$ cat config.mk
export PLATFORM = sky130hd
export DESIGN_NAME = spi_slave_rx_tx
export DESIGN_NICKNAME = d
export VERILOG_FILES = /design/src/rtl/spi_pkg.sv /design/src/rtl/spi_slave_rx_tx_sync_edge.sv /design/src/rtl/spi_slave_rx_tx.sv
export SDC_FILE = /design/constraint.sdc
export NUM_CORES = 1
export LEC_CHECK = 0
export CAP_MARGIN = 20
export CORE_UTILIZATION = 48
export DETAILED_ROUTE_END_ITERATION = 12
export GPL_ROUTABILITY_DRIVEN = 0
export PLACE_DENSITY = 0.76
export REMOVE_ABC_BUFFERS = 1
export SYNTH_ARGS = -nofsm -noshare
export SYNTH_HDL_FRONTEND = slang
export SYNTH_HIERARCHICAL = 1
export SYNTH_SLANG_ARGS = --single-unit
$ cat constraint.sdc
create_clock -name clock -period 1.85 [get_ports clock]
set_clock_uncertainty 0.2 [all_clocks]
set_input_delay 0.185 -clock clock [delete_from_list [all_inputs] [get_ports clock]]
set_output_delay 0.185 -clock clock [all_outputs]
set_load 0.02 [all_outputs]
$ cat src/rtl/spi_pkg.sv
// Shared types and constants for the mode-0 SPI responder.
package spi_pkg;

  localparam int SPI_BYTE_W = 8;
  localparam bit CPOL       = 1'b0;
  localparam bit CPHA       = 1'b0;

  typedef enum logic {
    IDLE   = 1'b0,
    ACTIVE = 1'b1
  } spi_state_e;

endpackage

$ cat src/rtl/spi_slave_rx_tx_sync_edge.sv
// Multi-flop synchronizer for one SPI pin with rise/fall pulses derived
// from the synchronized value and a one-cycle delayed copy.
module spi_sync_edge #(
  parameter int   STAGES  = 2,
  parameter logic RST_VAL = 1'b0
) (
  input  logic clock,
  input  logic rst_n,
  input  logic d_in,
  output logic q_sync,
  output logic rise,
  output logic fall
);

  logic [STAGES-1:0] r_sync;
  logic              r_dly;

  always_ff @(posedge clock or negedge rst_n) begin
    if (!rst_n) begin
      r_sync <= {STAGES{RST_VAL}};
      r_dly  <= RST_VAL;
    end else begin
      r_sync <= {r_sync[STAGES-2:0], d_in};
      r_dly  <= r_sync[STAGES-1];
    end
  end

  assign q_sync = r_sync[STAGES-1];
  assign rise   = r_sync[STAGES-1] & ~r_dly;
  assign fall   = ~r_sync[STAGES-1] & r_dly;

endmodule

$ cat src/rtl/spi_slave_rx_tx.sv
// Mode-0 SPI responder: oversampled pins, byte receive with valid pulse,
// byte transmit from a valid/ready source with FILL on underrun.
//
// state  | meaning
// IDLE   | cs_n high (or not yet seen high since reset); sck ignored
// ACTIVE | frame in progress; shift on sck edges
module spi_slave_rx_tx
  import spi_pkg::*;
#(
  parameter int                    SYNC_STAGES = 2,
  parameter int                    CNT_W       = 16,
  parameter logic [SPI_BYTE_W-1:0] FILL        = 8'h00
) (
  input  logic                  clock,
  input  logic                  rst_n,
  input  logic                  cs_n,
  input  logic                  sck,
  input  logic                  mosi,
  output logic                  miso,
  output logic                  miso_oe,
  output logic [SPI_BYTE_W-1:0] rx_data,
  output logic                  rx_valid,
  input  logic [SPI_BYTE_W-1:0] tx_data,
  input  logic                  tx_valid,
  output logic                  tx_ready,
  output logic                  underrun,
  output logic                  busy,
  output logic                  frame_done,
  output logic [2:0]            bit_cnt,
  output logic [CNT_W-1:0]      byte_cnt
);

  localparam logic [2:0] FLUSH_CYC = 3'(SYNC_STAGES + 1);

  logic w_cs_s, w_cs_rise, w_cs_fall;
  logic w_sck_s, w_sck_rise, w_sck_fall;
  logic w_mosi_s, w_mosi_rise, w_mosi_fall;
  logic w_unused;

  spi_sync_edge #(.STAGES(SYNC_STAGES), .RST_VAL(1'b1)) u_sync_cs (
    .clock (clock), .rst_n (rst_n), .d_in (cs_n),
    .q_sync(w_cs_s), .rise (w_cs_rise), .fall (w_cs_fall)
  );

  spi_sync_edge #(.STAGES(SYNC_STAGES), .RST_VAL(1'b0)) u_sync_sck (
    .clock (clock), .rst_n (rst_n), .d_in (sck),
    .q_sync(w_sck_s), .rise (w_sck_rise), .fall (w_sck_fall)
  );

  spi_sync_edge #(.STAGES(SYNC_STAGES), .RST_VAL(1'b0)) u_sync_mosi (
    .clock (clock), .rst_n (rst_n), .d_in (mosi),
    .q_sync(w_mosi_s), .rise (w_mosi_rise), .fall (w_mosi_fall)
  );

  assign w_unused = w_sck_s ^ w_mosi_rise ^ w_mosi_fall;

  spi_state_e            r_state, w_state_nxt;
  logic [2:0]            r_flush_cnt;
  logic                  r_armed;
  logic [SPI_BYTE_W-1:0] r_tx_shift, r_rx_shift, r_rx_data;
  logic                  r_rx_valid, r_tx_ready, r_underrun, r_frame_done;
  logic [2:0]            r_bit_cnt;
  logic [CNT_W-1:0]      r_byte_cnt;

  logic w_start, w_stop, w_rx_edge, w_tx_edge, w_load;

  always_ff @(posedge clock or negedge rst_n) begin
    if (!rst_n) r_state <= IDLE;
    else        r_state <= w_state_nxt;
  end

  always_comb begin
    w_state_nxt = r_state;
    w_start     = 1'b0;
    w_stop      = 1'b0;
    w_rx_edge   = 1'b0;
    w_tx_edge   = 1'b0;
    case (r_state)
      IDLE: begin
        if (w_cs_fall && r_armed) begin
          w_state_nxt = ACTIVE;
          w_start     = 1'b1;
        end
      end
      ACTIVE: begin
        if (w_cs_rise) begin
          w_state_nxt = IDLE;
          w_stop      = 1'b1;
        end else begin
          w_rx_edge = w_sck_rise;
          w_tx_edge = w_sck_fall;
        end
      end
      default: w_state_nxt = IDLE;
    endcase
    w_load = w_start | (w_tx_edge & (r_bit_cnt == 3'd0) & (r_byte_cnt != '0));
  end

  // A cs_n that was already low through reset must not look like a new frame:
  // only arm once the synchronizer has flushed and shows cs_n high.
  always_ff @(posedge clock or negedge rst_n) begin
    if (!rst_n) begin
      r_flush_cnt <= FLUSH_CYC;
      r_armed     <= 1'b0;
    end else begin
      if (r_flush_cnt != 3'd0) r_flush_cnt <= r_flush_cnt - 3'd1;
      else if (w_cs_s)         r_armed     <= 1'b1;
    end
  end

  always_ff @(posedge clock or negedge rst_n) begin
    if (!rst_n) begin
      r_tx_shift   <= '0;
      r_rx_shift   <= '0;
      r_rx_data    <= '0;
      r_rx_valid   <= 1'b0;
      r_tx_ready   <= 1'b0;
      r_underrun   <= 1'b0;
      r_frame_done <= 1'b0;
      r_bit_cnt    <= 3'd0;
      r_byte_cnt   <= '0;
    end else begin
      r_rx_valid   <= 1'b0;
      r_tx_ready   <= 1'b0;
      r_underrun   <= 1'b0;
      r_frame_done <= w_stop;

      if (w_load) begin
        r_tx_shift <= tx_valid ? tx_data : FILL;
        r_tx_ready <= tx_valid;
        r_underrun <= ~tx_valid;
      end else if (w_tx_edge) begin
        r_tx_shift <= {r_tx_shift[SPI_BYTE_W-2:0], 1'b0};
      end

      if (w_start) begin
        r_bit_cnt  <= 3'd0;
        r_byte_cnt <= '0;
      end

      if (w_stop) r_bit_cnt <= 3'd0;

      if (w_rx_edge) begin
        r_rx_shift <= {r_rx_shift[SPI_BYTE_W-2:0], w_mosi_s};
        r_bit_cnt  <= r_bit_cnt + 3'd1;
        if (r_bit_cnt == 3'd7) begin
          r_rx_data  <= {r_rx_shift[SPI_BYTE_W-2:0], w_mosi_s};
          r_rx_valid <= 1'b1;
          if (r_byte_cnt != {CNT_W{1'b1}}) r_byte_cnt <= r_byte_cnt + 1'b1;
        end
      end
    end
  end

  assign miso       = r_tx_shift[SPI_BYTE_W-1];
  assign miso_oe    = ~w_cs_s;
  assign rx_data    = r_rx_data;
  assign rx_valid   = r_rx_valid;
  assign tx_ready   = r_tx_ready;
  assign underrun   = r_underrun;
  assign busy       = (r_state == ACTIVE);
  assign frame_done = r_frame_done;
  assign bit_cnt    = r_bit_cnt;
  assign byte_cnt   = r_byte_cnt;

endmodule

==> impl_results.md <==
- WL met2: 3962 um
- Global Route Usage Sum: 25.68%
- Core Area: 0.005540 mm2
- Clock Tree Buf Depth: 2
- Worst Setup End Kind: flop
- Relative slew slack: 68.49%
- Area grow syn2layout: 55.76%
- TritonCTS Buffers: 9
- Routed length on met3: 303 um
- # IOs: 48
- Uppermost layer routed: met4
- Hold Path Sink: u_sync_cs/r_sync[0]$_DFF_PN1_
- Final period util: 112.4%
- Final Hold Viols: 0
- Pin count of the biggest net entering global routing: 27
- Flop pwr share: 43.7%
- M1 WL: 2996 um
- Power Density: 804.4 mW/mm2
- Worst Hold Path Cells: 1
- Reg2Reg Setup Slack: -0.23 ns
- Critical Path AT: 2.15 ns
- Hold_sp: cs_n
- Die width: 78.14 um
- Synthesized instance count: 261
- Sw frac: 24.64%
- Crit start category: flop
- Mapped cell area: 0.002783 mm2
- Die area: 0.006106 mm2
- Crit-path max FO: 3
- Post-route minimum period: 2.079 ns
- CTS clk-pin slew, worst paths: 0.07 ns
- Internal power: 2.628 mW
- Detail-routed via count per cell: 5.665
- Clock power share: 41.3%
- Routed via count: 2521
- CTS tree: yes
- Worst Reg2Reg Path Length in Cells: 6
- Dpl hpwl: 4532 um
- Peak VDD IR: 0.7918 mV
- ANT nets after route: 0
- Worst Setup Path Type: reg2reg
- Yosys warns: 6
- IO Port Bufs: 47
- 1st-iter DRT viols: 220
- Max_cap viols: 0
- Final setup viols: 21
- Hold WC Path Type: in2reg
- Die height: 78.14 um
- Number of diodes: 0
- Clk root buf: clkbuf_8
- Worst slew pin tran: 0.4727 ns
- DR WL/cell: 16.87 um
- Row count: 27
- Fin. max-slew vios: 0
- WHS: 0.04917 ns
- Commonest cells after routing, fill and taps aside: dfrtp_1 (53), buf_4 (48), nand2_1 (45), clkdlybuf4s50_1 (28), nand4_1 (14)
- TNS Setup: -1.544 ns
- Reg2Reg Launch Point: bit_cnt[1]$_DFFE_PN0P_
- CTS Sinks: 59
- Comb pwr share: 14.9%
- Layout cells sized above 1: 37.53%
- Vias in the first global route: 2436
- Clk_lat worst skew: 0.34 ns
- Initial antenna violation count: 0
- RSZ-0062 raised after global routing: true
- Sw Pwr: 0.8590 mW
- GRT overflow: 0
- Final Worst Setup Slack: -0.2291 ns
- Most common cell after layout, fill and taps aside: dfrtp_1
- Status: finished with violations
- First-pass GRT wire length: 11910 um
- Failing checks: negative setup slack
- Required @ worst endpoint: 1.92 ns
- Worst flop-to-flop path endpoint: byte_cnt[10]$_DFF_PN0_
- DRC errors left: 0
- Avg Inst Size Synth: 10.66 um2
- Pre-antenna DRT Iters: 4
- Number of H-tree levels: 3
- Initial Util: 50.23%
- Final Routed Wirelength: 7508 um
- P_leak: 2.195 nW
- Final Net Count: 389
- F_max: 481.0 MHz
## sequential cells by signal, summed over array words and instances (netlist names)
register and flops:
bit_cnt 3, rx_valid 1, underrun 1, u_sync_sck/r_sync 2, u_sync_mosi/r_sync 2, tx_ready 1, u_sync_cs/r_sync 2, u_sync_sck/r_dly 1
r_rx_shift 7, frame_done 1, byte_cnt 16, rx_data 8, busy 1, r_tx_shift 8, u_sync_cs/r_dly 1, r_flush_cnt 3
r_armed 1
## power by group through the flow
stage	logic (mW)	registers [mW]	clock network (mW)
2_1_floorplan	0.189	1.55	0
3_3_place_gp	0.435	1.52	0
4_1_cts	0.471	1.52	1.46
5_1_grt	0.563	1.54	1.51
6_report	0.520	1.53	1.44
3_5_place_dp	0.450	1.53	0
## critical path, cell delays in order, from the launching register on
cell and delay, ns:
dfrtp_1 0.37, ha_2 0.21, ha_4 0.15, nand4b_4 0.13, or3_4 0.36, or4_4 0.44
a21oi_2 0.15
## how the worst max path moves through the flow
stage	endpoint	slack (ns)	from
detailed placement	byte_cnt[10]$_DFF_PN0_	-0.23	bit_cnt[1]$_DFFE_PN0P_
floorplan	byte_cnt[10]$_DFF_PN0_	-0.57	bit_cnt[0]$_DFFE_PN0P_
finish	byte_cnt[10]$_DFF_PN0_	-0.23	bit_cnt[1]$_DFFE_PN0P_
global placement	byte_cnt[4]$_DFF_PN0_	-0.16	u_sync_cs/r_dly$_DFF_PN1_
CTS	byte_cnt[10]$_DFF_PN0_	-0.18	bit_cnt[1]$_DFFE_PN0P_
global route	byte_cnt[10]$_DFF_PN0_	-0.27	bit_cnt[1]$_DFFE_PN0P_
## layout make-up
class	count	area, um2
Fill cell	331	1206
Inverter	12	45.04
Sequential cell	59	1484
Timing Repair Buffer	108	999.7
Clock inverter	5	100.1
Multi-Input combinational cell	178	1474
Clock buffer	11	141.4
Tap cell	72	90.09
## per-layer routing
metal	GRT usage (%)	up-vias
li1	-	1158
met1	31.76	1265
met2	42.28	77
met5	0	-
met3	4.535	21
met4	14.81	0
## metrics by stage
| stage | utilization (%) | instance area (um2) | std cells | power (mW) | setup WS [ns] |
|---|---|---|---|---|---|
| 6_report | 78.23 | 4334 | 445 | 3.487 | -0.2291 |
| 3_3_place_gp | 66.44 | 3681 | 418 | 1.959 | -0.1650 |
| 4_1_cts | 75.23 | 4168 | 440 | 3.443 | -0.1789 |
| 2_1_floorplan | - | 2725 | 249 | 1.736 | -0.5706 |
| 3_5_place_dp | 66.44 | 3681 | 418 | 1.984 | -0.2344 |
| 5_1_grt | 78.23 | 4334 | 445 | 3.611 | -0.2670 |
## what timing repair did
action,CTS,global route
hold buffers,1,0
buffers inserted,5,5
endpoints found under the setup margin,36,49
pin swaps,24,13
endpoints found under the hold margin,59,0
resized for setup,53,36
No activity file was read; power rests on OpenSTA's default activity.
